### config.mk
export PLATFORM = sky130hd
export DESIGN_NAME = wb_macro_mux
export DESIGN_NICKNAME = d
export VERILOG_FILES = /design/src/rtl/wb_macro_mux_pkg.sv /design/src/rtl/wb_mux_timer.sv /design/src/rtl/wb_macro_mux.sv
export SDC_FILE = /design/constraint.sdc
export NUM_CORES = 1
export LEC_CHECK = 0
export ABC_AREA = 1
export CORE_ASPECT_RATIO = 0.8
export CORE_MARGIN = 3
export CORE_UTILIZATION = 34
export CTS_CLUSTER_DIAMETER = 150
export DETAILED_ROUTE_END_ITERATION = 10
export PLACE_DENSITY = 0.8
export REMOVE_ABC_BUFFERS = 1
export SLEW_MARGIN = 10
export SYNTH_ARGS = -nofsm -noshare
export SYNTH_HDL_FRONTEND = slang
export SYNTH_SLANG_ARGS = --single-unit
### constraint.sdc
create_clock -name wb_clk_i -period 3.7 [get_ports wb_clk_i]
set_input_delay 0.555 -clock wb_clk_i [delete_from_list [all_inputs] [get_ports wb_clk_i]]
set_output_delay 0.555 -clock wb_clk_i [all_outputs]
set_load 0.03 [all_outputs]
### src/rtl/wb_macro_mux_pkg.sv
// Shared types and constants for the Wishbone macro multiplexer.
// Holds the FSM state encoding, the error word and the slot-field width helper.
package wb_macro_mux_pkg;

    typedef enum logic [1:0] {
        ST_IDLE = 2'd0,
        ST_WAIT = 2'd1,
        ST_RESP = 2'd2,
        ST_ERR  = 2'd3
    } state_t;

    localparam logic [31:0] ERR_WORD = 32'hDEAD_BEEF;

    // Slot field width; never below one bit so the decode slice stays legal.
    function automatic int calc_sel_w(input int n);
        if (n <= 2) begin
            return 1;
        end
        return $clog2(n);
    endfunction

endpackage

### src/rtl/wb_mux_timer.sv
// Loadable up-counter that stops at TIMEOUT and flags terminal count.
// Used to bound how long the mux waits for a macro ack.
module wb_mux_timer #(
    parameter int TIMEOUT = 255
) (
    input  logic clk,
    input  logic rst,
    input  logic load,
    input  logic inc,
    output logic tc
);

    localparam int TW = $clog2(TIMEOUT + 1);
    localparam logic [TW-1:0] TC_VAL = TW'(TIMEOUT);

    logic [TW-1:0] count;

    always_ff @(posedge clk or posedge rst) begin
        if (rst) begin
            count <= '0;
        end else if (load) begin
            count <= '0;
        end else if (inc && !tc) begin
            count <= count + 1'b1;
        end
    end

    assign tc = (count == TC_VAL);

endmodule

### src/rtl/wb_macro_mux.sv
// Shares the Caravel user Wishbone slave port between N_MACROS macros.
// Decodes a slot from the address, gates by enable, and bounds each access with a timeout.
module wb_macro_mux
    import wb_macro_mux_pkg::*;
#(
    parameter int          N_MACROS = 4,
    parameter logic [7:0]  BASE_HI  = 8'h30,
    parameter int          SLOT_LSB = 20,
    parameter int          TIMEOUT  = 255
) (
    input  logic                     wb_clk_i,
    input  logic                     wb_rst_i,
    input  logic                     wbs_stb_i,
    input  logic                     wbs_cyc_i,
    input  logic                     wbs_we_i,
    input  logic [3:0]               wbs_sel_i,
    input  logic [31:0]              wbs_adr_i,
    input  logic [31:0]              wbs_dat_i,
    output logic                     wbs_ack_o,
    output logic [31:0]              wbs_dat_o,
    input  logic [N_MACROS-1:0]      enable_i,
    output logic [N_MACROS-1:0]      m_cyc_o,
    output logic [N_MACROS-1:0]      m_stb_o,
    output logic                     m_we_o,
    output logic [3:0]               m_sel_o,
    output logic [31:0]              m_adr_o,
    output logic [31:0]              m_dat_o,
    input  logic [N_MACROS-1:0]      m_ack_i,
    input  logic [32*N_MACROS-1:0]   m_dat_i,
    output logic                     busy_o,
    output logic                     timeout_o,
    output logic [7:0]               err_cnt_o
);

    localparam int SEL_W = calc_sel_w(N_MACROS);

    state_t               state;
    logic [SEL_W-1:0]     slot_q;
    logic [SEL_W-1:0]     req_slot;
    logic [N_MACROS-1:0]  req_onehot;
    logic [N_MACROS-1:0]  stb_q;
    logic                 hit;
    logic                 slot_ok;
    logic                 sel_ack;
    logic [31:0]          sel_dat;
    logic                 timer_tc;

    // Request decode; slots beyond N_MACROS never match, so they fall through to ERR.
    always_comb begin
        req_slot   = wbs_adr_i[SLOT_LSB +: SEL_W];
        hit        = wbs_cyc_i & wbs_stb_i & (wbs_adr_i[31:24] == BASE_HI);
        slot_ok    = 1'b0;
        req_onehot = '0;
        for (int i = 0; i < N_MACROS; i++) begin
            if (req_slot == SEL_W'(i)) begin
                slot_ok       = enable_i[i];
                req_onehot[i] = 1'b1;
            end
        end
    end

    // Only the latched slot's ack and data are visible to the FSM.
    always_comb begin
        sel_ack = 1'b0;
        sel_dat = '0;
        for (int i = 0; i < N_MACROS; i++) begin
            if (slot_q == SEL_W'(i)) begin
                sel_ack = m_ack_i[i];
                sel_dat = m_dat_i[32*i +: 32];
            end
        end
    end

    wb_mux_timer #(
        .TIMEOUT (TIMEOUT)
    ) u_timer (
        .clk  (wb_clk_i),
        .rst  (wb_rst_i),
        .load (state == ST_IDLE),
        .inc  (state == ST_WAIT),
        .tc   (timer_tc)
    );

    // Transaction FSM; wbs_ack_o is raised on entry to RESP and dropped on exit.
    always_ff @(posedge wb_clk_i or posedge wb_rst_i) begin
        if (wb_rst_i) begin
            state     <= ST_IDLE;
            slot_q    <= '0;
            stb_q     <= '0;
            m_we_o    <= 1'b0;
            m_sel_o   <= '0;
            m_adr_o   <= '0;
            m_dat_o   <= '0;
            wbs_ack_o <= 1'b0;
            wbs_dat_o <= '0;
            timeout_o <= 1'b0;
            err_cnt_o <= '0;
        end else begin
            wbs_ack_o <= 1'b0;
            timeout_o <= 1'b0;
            case (state)
                ST_IDLE: begin
                    if (hit) begin
                        if (slot_ok) begin
                            slot_q  <= req_slot;
                            stb_q   <= req_onehot;
                            m_we_o  <= wbs_we_i;
                            m_sel_o <= wbs_sel_i;
                            m_adr_o <= wbs_adr_i;
                            m_dat_o <= wbs_dat_i;
                            state   <= ST_WAIT;
                        end else begin
                            state <= ST_ERR;
                        end
                    end
                end
                ST_WAIT: begin
                    if (!wbs_cyc_i) begin
                        stb_q <= '0;
                        state <= ST_IDLE;
                    end else if (sel_ack) begin
                        wbs_dat_o <= sel_dat;
                        wbs_ack_o <= 1'b1;
                        stb_q     <= '0;
                        state     <= ST_RESP;
                    end else if (timer_tc) begin
                        wbs_dat_o <= ERR_WORD;
                        wbs_ack_o <= 1'b1;
                        timeout_o <= 1'b1;
                        stb_q     <= '0;
                        if (err_cnt_o != 8'hFF) begin
                            err_cnt_o <= err_cnt_o + 8'd1;
                        end
                        state <= ST_RESP;
                    end
                end
                ST_ERR: begin
                    wbs_dat_o <= ERR_WORD;
                    wbs_ack_o <= 1'b1;
                    if (err_cnt_o != 8'hFF) begin
                        err_cnt_o <= err_cnt_o + 8'd1;
                    end
                    state <= ST_RESP;
                end
                ST_RESP: begin
                    state <= ST_IDLE;
                end
                default: begin
                    state <= ST_IDLE;
                end
            endcase
        end
    end

    assign m_cyc_o = stb_q;
    assign m_stb_o = stb_q;
    assign busy_o  = (state != ST_IDLE);

endmodule

# ---- Yosys cells after proc, flatten, opt, wreduce, memory -nomap -nowiden
# Cells that the tools add are included.
dict set report word_totals {
  ff_bits 127
  in_bits 209
  wordCells 95
}
dict set report op_classes {
  n_addsub 2
  eq_ne 19
  muxes 46
  bitwise 2
  reduce_logical 14
}
# cell count
set ops {}
lappend ops {{2-to-1 mux 32 bit} 7}
lappend ops {{one-hot mux 32 bit (2 select lines)} 1}
lappend ops {{2-to-1 mux 8 bit} 6}
lappend ops {{2-to-1 mux 4 bit} 5}
lappend ops {{2-to-1 mux 1 bit} 18}
lappend ops {{adder 8 x 1 -> 8 bit (second input constant)} 2}
lappend ops {{one-hot mux 8 bit (2 select lines)} 1}
lappend ops {{== test 2 bit (second input constant)} 6}
lappend ops {{2-to-1 mux 2 bit} 5}
lappend ops {{inequality test 2 bit (second input constant)} 5}
lappend ops {{== test 8 x 6 -> 1 bit (second input constant)} 1}
lappend ops {{== test 8 bit (second input constant)} 1}
lappend ops {{inequality test 8 bit (second input constant)} 1}
lappend ops {{one-hot mux 2 bit (4 select lines)} 1}
lappend ops {{one-hot mux 4 bit (2 select lines)} 1}
lappend ops {{AND reduction 4 bit} 2}
lappend ops {{nonzero test 2 bit} 4}
lappend ops {{== test 2 x 1 -> 1 bit (second input constant)} 3}
lappend ops {{logical NOT 2 bit} 3}
lappend ops {{AND reduction 3 bit} 2}
lappend ops {{inequality test 4 bit (second input constant)} 1}
lappend ops {{inequality test 3 bit (second input constant)} 1}
lappend ops {{AND 1 bit} 2}
lappend ops {{one-hot mux 1 bit (2 select lines)} 1}
lappend ops {{other kinds (3)} 3}

# ---- Longest topological paths before layout
# Gate-level depths: netlist (run 1).
dict set report depth {
  word_depth 8
  depth_mapped 12
}

# ---- Cells and area by module
# Synthesis (run 1) repeated with hierarchy kept, for this count alone.
dict set report hier_totals {
  cells_unflattened 847
  hier_area_um2 6241.0
}
# module instances cells_per_inst area_per_inst_um2
set by_module_without_submodules {}
lappend by_module_without_submodules {wb_macro_mux 1 778 5734.2}
lappend by_module_without_submodules {wb_mux_timer 1 69 506.7}

# ---- Least setup slack after synthesis (run 1)
# No wires, ideal clock.
dict set report synth_path {
  path_type {flip-flop to flip-flop}
  from {register err_cnt_o[0]}
  to {register err_cnt_o[6]}
  t_arrival_ns 1.553
  t_required_ns 3.582
  slack_ns 2.029
  path_stages_with_launch 7
  n_path_buf 0
  period_less_slack_ns 1.671
  path_cell_list {dfrtp_1 -> ha_1 -> and3_1 -> a21oi_2 -> nand2_2 -> nand2_1 -> nand2_1}
}
dict set report synth_via {
  elab_chain_cells 6
}
# item line
set synth_lines {}
lappend synth_lines {{start: declaration} wb_macro_mux.sv:32} ;# output logic [7:0] err_cnt_o
lappend synth_lines {{start signal: assignment} wb_macro_mux.sv:132} ;# err_cnt_o <= err_cnt_o + 8'd1;
lappend synth_lines {{start signal: assignment} wb_macro_mux.sv:141} ;# err_cnt_o <= err_cnt_o + 8'd1;
lappend synth_lines {{adder 8 x 1 -> 8 bit or inequality test 8 bit (tied branches)} --}
lappend synth_lines {{2-to-1 mux 8 bit (*)} {wb_macro_mux.sv:131, wb_macro_mux.sv:140}}
lappend synth_lines {{2-to-1 mux 8 bit} wb_macro_mux.sv:126} ;# end else if (timer_tc) begin
lappend synth_lines {{2-to-1 mux 8 bit} wb_macro_mux.sv:121} ;# end else if (sel_ack) begin
lappend synth_lines {{2-to-1 mux 8 bit} wb_macro_mux.sv:118} ;# if (!wbs_cyc_i) begin
lappend synth_lines {{one-hot mux 8 bit (2 select lines) (*)} wb_macro_mux.sv:101} ;# case (state)
# Every way passes the cells marked *; elsewhere a longest branch is shown, timed or not. The select of a mux whose other input is x is not followed.
# A chain may end at the register's enable or synchronous reset.

# ---- Worst setup path after layout (run 1)
dict set report layout_path {
  from {register state[0]}
  to {output busy_o}
}
dict set report layout_via {
  elab_chain_cells 1
}
# item line
set layout_lines {}
lappend layout_lines {{start: declaration} wb_macro_mux.sv:37} ;# state_t state;
lappend layout_lines {{start signal: assignment} wb_macro_mux.sv:87} ;# state <= ST_IDLE;
lappend layout_lines {{start signal: assignment} wb_macro_mux.sv:111} ;# state <= ST_WAIT;
lappend layout_lines {{start signal: assignment} wb_macro_mux.sv:113} ;# state <= ST_ERR;
lappend layout_lines {{nonzero test 2 bit} wb_macro_mux.sv:157} ;# assign busy_o = (state != ST_IDLE);
lappend layout_lines {{end: declaration} wb_macro_mux.sv:30} ;# output logic busy_o,
# Every way passes these cells.

==> results of run 1 <==
-- where the power goes --
| part | switching, uW | total (uW) | internal [uW] |
|---|---|---|---|
| registers | 151 | 1740 | 1590 |
| clock network | 654 | 1700 | 1040 |
| logic | 1020 | 1750 | 731 |
-- per-layer routing --
metal	share of wire [%]	up-vias	global-route usage (%)
met5	0	-	0
met4	1.2	0	4.65
met3	7.0	19	5.50
met2	50	214	33.6
met1	42	2904	24.4
li1	-	3182	-
-- layout by cell type, fill, tap and decap left out, drive strengths merged, types with 2 or more instances in the layout --
cell             n
nand3b           4
inv            104
bufinv           2
a21oi           28
nand3           48
xor2             5
nand4            3
dfrtp          125
clkinv           6
ha               2
buf              8
xnor2            2
clkbuf          19
nand2          338
o21ai           81
o211ai           6
nor3             2
nor2            34
clkinvlp         2
clkdlybuf4s50  328
-- path summary, 6_finish.rpt --
path | endpoint | slack [ps] | cells after the start
max | busy_o | 1030 | 3
min | m_adr_o[28]$_DFFE_PP0P_ | 470 | 2
max reg2reg | wbs_dat_o[9]$_DFFE_PP0P_ | 1120 | 9
min reg2reg | m_adr_o[28]$_DFFE_PP0P_ | 470 | 2
max in group asynchronous | m_dat_o[15]$_DFFE_PP0P_ | 2370 | 3
min in group asynchronous | m_adr_o[17]$_DFFE_PP0P_ | 630 | 2
-- area by class of cell --
cell class / instances / area share (%)
Timing Repair Buffer: 336 / 32.7
Sequential cell: 125 / 30.4
Multi-Input combinational cell: 556 / 24.5
Clock buffer: 19 / 4.40
Inverter: 101 / 3.74
Tap cell: 225 / 2.73
Clock inverter: 13 / 1.52
-- cells in the mapped netlist --
| cell type | n |
|---|---|
| inv_1 | 97 |
| o21ai_0 | 18 |
| inv_2 | 2 |
| ha_1 | 2 |
| nand3_2 | 2 |
| nor2_2 | 2 |
| o21ai_4 | 1 |
| nor2_1 | 28 |
| nand3b_1 | 4 |
| o21ai_2 | 2 |
| buf_2 | 4 |
| nor2_4 | 1 |
| a21boi_0 | 1 |
| nand2_4 | 2 |
| xor2_1 | 5 |
| and3_1 | 1 |
| buf_4 | 13 |
| nand3_1 | 46 |
| nor2_8 | 3 |
| nand2_2 | 6 |
| inv_4 | 1 |
| a21oi_2 | 1 |
| clkinv_2 | 1 |
| o211ai_1 | 6 |
| nor3_1 | 2 |
| nand4_1 | 3 |
| dfrtp_1 | 125 |
| a21oi_1 | 27 |
| nand2_1 | 330 |
| o21ai_1 | 60 |
| clkbuf_1 | 13 |
| o22ai_1 | 1 |
| xnor2_1 | 2 |
| buf_6 | 11 |
-- kinds of logic (layout without fill, tap and decap cells) --
group,after synthesis,in the layout,share of synthesized area (%)
xor+xnor,7,7,0.971
fa+ha+maj,2,2,0.396
flops,125,125,49.5
buf+inv,142,469,10.7
simple gates,430,430,28.5
compound gates,117,117,9.92
-- stage by stage --
step	setup WS (ps)	power [uW]	cell area (um^2)	utilization, %	TNS [ps]
finish	1030	5190	10300	58.0	0
global route	881	5450	10300	58.0	0
CTS	1020	5260	10300	58.0	0
detailed placement	1010	3530	9690	54.6	0
global placement	1070	3500	9690	54.6	0
floorplan	-183	2650	6030	-	-22820
-- state kept, by name (all words and copies together), names as in the netlist --
name and flops:
wbs_dat_o 32, m_sel_o 4, m_we_o 1, state 2
m_dat_o 32, timeout_o 1, u_timer.count 8, wbs_ack_o 1
m_cyc_o 4, m_adr_o 32, err_cnt_o 8
-- worst min-delay path, cell delays in order (launching register included) --
cell     delay [ps]
dfrtp_1         340
inv_1            40
nand2_1          50
==> impl_metrics.json, run 1 <==
{
  "status": "complete, no violations",
  "max-vdd-ir-drop_v": 0.000351,
  "grt.overflow.total": 0,
  "arrival_ps": 2120,
  "timing.final.crit_share_pct": 72.2,
  "r2r_start": "m_adr_o[21]$_DFFE_PP0P_",
  "row_count": 43,
  "crit_path_start_kind": "flop",
  "wl_per_cell_um": 14.9,
  "post_cts_resized": 0,
  "yosysUniqueCellTypes": 34,
  "hold_viol_final": 0,
  "crit_slowest_cell": "clkdlybuf4s50_1",
  "netlist_area_um2": 6320,
  "drive_above_1_share_pct": 5.74,
  "yosys-top-cells-area": "dfrtp_1 (50%), nand2_1 (20%), inv_1 (5.8%)",
  "ant_nets": 0,
  "cts_buffer_depth": 2,
  "ys_ff_latch": 125,
  "cpLargestDelayFamily": "buffers and inverters",
  "grt_first_pass_wirelength_um": 31300,
  "clock_latency_ps": 410,
  "antenna_found_initial": 0,
  "rsz0062_at_grt": "no",
  "drtIter0Drc": 328,
  "clk_pin_slew_worst_paths_ps": 60,
  "powerDensity_nw_per_um2": 504,
  "yosysTopAreaCellShare_pct": 49.5,
  "die_h_um": 128,
  "cts_sinks": 125,
  "crit_path_end_kind": "output port",
  "maxCapViolCount": 0,
  "setup_viol": 0,
  "coreArea_um2": 17800,
  "cts_hold_buf": 0,
  "yosysWarningCount": 0,
  "critPathKind": "flop to output port",
  "drc_errors": 0,
  "die_w_um": 158,
  "hp-start": "m_adr_o[28]$_DFFE_PP0P_",
  "tritoncts": "built",
  "dpl.cell_count": 1343,
  "cts.root.buffer_cell": "clkbuf_16",
  "grt_start_max_net_pins": 59,
  "required_ps": 3140,
  "startpoint": "state[0]$_DFFE_PP0P_",
  "ys_seq_area_share_pct": 49.5,
  "gp_congestion": 0.874,
  "vias_per_cell": 4.60,
  "synth_cells": 823,
  "cts_buffers": 17,
  "track_usage_pct": 19.6,
  "max_stage_delay_ps": 670,
  "diodes": 0,
  "fin_crit_ps": 2670,
  "min_path_type": "flop to flop",
  "post-dp-hpwl_um": 15900,
  "worstPathCellList": "nor2_1 > inv_1 > clkdlybuf4s50_1",
  "regArea_um2": 3130,
  "ios": 329,
  "leakagePower_uw": 0.00494,
  "post_cts_buffers": 0,
  "wl_um": 20500,
  "whs_ps": 468,
  "tightest_slew_ps": 745,
  "synth_area_leader_cell": "dfrtp_1",
  "path_buf_inv": 2,
  "die_area_um2": 20300,
  "slew-limit-headroom_pct": 50.3,
  "nFillCells": 1597,
  "maxSlewViolCount": 0,
  "vias": 6319,
  "grt_pass1_vias": 6153,
  "nNetsFinal": 1348,
  "portBuffers": 328,
  "first_pass_iters": 5,
  "multi_input_area_um2": 2530,
  "syn_avg_cell_area_um2": 7.68,
  "skew_ps": 10.8,
  "area_delta_synth_final_pct": 63.0,
  "worstPathMaxFanout": 12,
  "htreeDepth": 4,
  "fin_cells": 1375,
  "initial_utilization_pct": 35.6,
  "fmax_mhz": 374
}
(Power assumes the default switching activity.)
==> inputs of run 2 (changes only) <==
--- a/config.mk
+++ b/config.mk
@@ -11,7 +11,7 @@
 export CORE_UTILIZATION = 34
 export CTS_CLUSTER_DIAMETER = 150
 export DETAILED_ROUTE_END_ITERATION = 10
-export PLACE_DENSITY = 0.8
+export PLACE_DENSITY = 0.78
 export REMOVE_ABC_BUFFERS = 1
 export SLEW_MARGIN = 10
 export SYNTH_ARGS = -nofsm -noshare
==> constraint.sdc (replaced) <==
create_clock -name wb_clk_i -period 2.62 [get_ports wb_clk_i]
set_input_delay 0.393 -clock wb_clk_i [delete_from_list [all_inputs] [get_ports wb_clk_i]]
set_output_delay 0.393 -clock wb_clk_i [all_outputs]
set_load 0.03 [all_outputs]
==> run 2 against run 1 <==
Against the previous run: first-iteration DRC count down 1.8%; largest power group unchanged; total power rose by 40%; via count rose by 0.51%.
==> impl_metrics.json, run 2 (synthesized netlist as in run 1, its figures left out) <==
{
  "clock_latency_ps": 410,
  "die_w_um": 158,
  "row_count": 43,
  "cts_buffers": 17,
  "startpoint": "m_adr_o[21]$_DFFE_PP0P_",
  "maxSlewViolCount": 0,
  "tritoncts": "built",
  "r2r-end": "wbs_dat_o[15]$_DFFE_PP0P_",
  "die_h_um": 128,
  "ios": 329,
  "max_stage_delay_ps": 810,
  "tightest_slew_ps": 716,
  "power_frac_seq_pct": 33.6,
  "drtIter0Drc": 322,
  "rsz0062_at_grt": "no",
  "whs_ps": 394,
  "dpl-instance-area_um2": 9780,
  "dpl.cell_count": 1354,
  "ff2ff_path_depth": 10,
  "vias": 6351,
  "crit_path_end_kind": "output port",
  "setup_viol": 0,
  "post_cts_buffers": 0,
  "crit_path_start_kind": "flop",
  "critPathCapture": "m_adr_o[21]",
  "maxCapViolCount": 0,
  "post_cts_resized": 0,
  "reg.largest.list": "m_adr_o x32, m_dat_o x32, wbs_dat_o x32",
  "path_buf_inv": 1,
  "timing.final.crit_share_pct": 92.5,
  "skew_ps": 7.10,
  "r2r_start": "u_timer.count[0]$_DFFE_PP0P_",
  "wl_per_cell_um": 14.7,
  "required_ps": 2230,
  "ant_nets": 0,
  "leakagePower_uw": 0.00499,
  "r2r_setup_slack_ps": 410,
  "cts_sinks": 125,
  "layout_commonest_cell": "nand2_1",
  "cp.depth": 1,
  "nNetsFinal": 1359,
  "layout_common_cells": "nand2_1 (330), clkdlybuf4s50_1 (328), dfrtp_1 (125)",
  "status": "complete, no violations",
  "arrival_ps": 2030,
  "pre_cts_ws_ps": 315,
  "grt_pass1_vias": 6302,
  "fin_setup_tns_ps": 0,
  "setup_ws_ps": 198,
  "vias_per_cell": 4.58,
  "crit_slowest_cell": "clkdlybuf4s50_1",
  "p_int_uw": 4720,
  "fmax_mhz": 413,
  "drc_errors": 0,
  "powerDensity_nw_per_um2": 701,
  "cts_buffer_depth": 2,
  "grt.overflow.total": 0,
  "track_usage_pct": 19.8,
  "worstPathCellList": "clkdlybuf4s50_1",
  "diodes": 0,
  "p_sw_uw": 2560,
  "worstPathMaxFanout": 10,
  "drive_above_1_share_pct": 6.63,
  "grt_first_pass_wirelength_um": 31800,
  "coreArea_um2": 17800,
  "clk_pin_slew_worst_paths_ps": 60,
  "fin_cells": 1386,
  "initial_utilization_pct": 35.6,
  "switching_share_pct": 35.2,
  "postLayoutCellArea_um2": 10400,
  "portBuffers": 328,
  "min_path_type": "input port to asynchronous set/reset pin",
  "critPathKind": "flop to output port",
  "area_delta_synth_final_pct": 64.2,
  "htreeDepth": 4,
  "fin_crit_ps": 2420,
  "cpLargestDelayFamily": "buffers and inverters",
  "nFillCells": 1574,
  "gp_congestion": 0.844,
  "antenna_found_initial": 0,
  "pwr-share-comb_pct": 34.3,
  "p_clk_share_pct": 32.1,
  "wl_um": 20300,
  "cts_hold_buf": 0,
  "post-dp-hpwl_um": 15700,
  "first_pass_iters": 4,
  "max-vdd-ir-drop_v": 0.000495,
  "cts.root.buffer_cell": "clkbuf_16",
  "slew-limit-headroom_pct": 52.2,
  "hold_viol_final": 0,
  "grt_start_max_net_pins": 54,
  "die_area_um2": 20300
}
## run 2: area by class of cell
cell class / count / area, um^2 / area share (%)
flip-flops and latches: 125 / 3130 / 30.1
clock inverters: 15 / 165 / 1.59
well taps: 225 / 282 / 2.71
multi-input cells: 556 / 2530 / 24.3
clock buffers: 17 / 425 / 4.10
repair buffers: 347 / 3460 / 33.4
inverters: 101 / 385 / 3.71
## run 2: worst min path at each step
stage,endpoint,slack [ps],cells after the start
after detailed placement,m_adr_o[28]$_DFFE_PP0P_,450,2
after global routing,m_dat_o[19]$_DFFE_PP0P_,430,2
after global placement,m_adr_o[28]$_DFFE_PP0P_,450,2
final,m_dat_o[19]$_DFFE_PP0P_,390,2
after CTS,m_dat_o[19]$_DFFE_PP0P_,390,2
after floorplan,u_timer.count[2]$_DFFE_PP0P_,480,2
## run 2: worst register-to-register path, stage by stage, from the launching register on
cell,delay (ps)
dfrtp_1,390
ha_1,180
nand2_1,90
nor2_2,120
nand2_2,120
nand2_2,250
nor2_8,80
nor2_8,390
inv_4,270
nand2_1,140
nand2_1,50
## run 2: power by group through the flow
stage	Combinational [uW]	Clock, uW	Sequential [uW]
finish	2490	2340	2450
global route	2710	2480	2490
CTS	2530	2400	2450
detailed placement	2530	0	2480
global placement	2490	0	2480
floorplan	705	0	3030
## run 2: routing by layer
layer,global-route usage (%),share of wire (%)
met1,24.0,41
met5,0,0
met2,33.9,49
met4,5.77,2.0
met3,6.11,8.4
## run 2: through the flow
step / power, uW / utilization [%]
final: 7280 / 58.4
after global routing: 7680 / 58.4
after CTS: 7380 / 58.4
after detailed placement: 5000 / 55.1
after floorplan: 3740 / -
after global placement: 4970 / 55.1
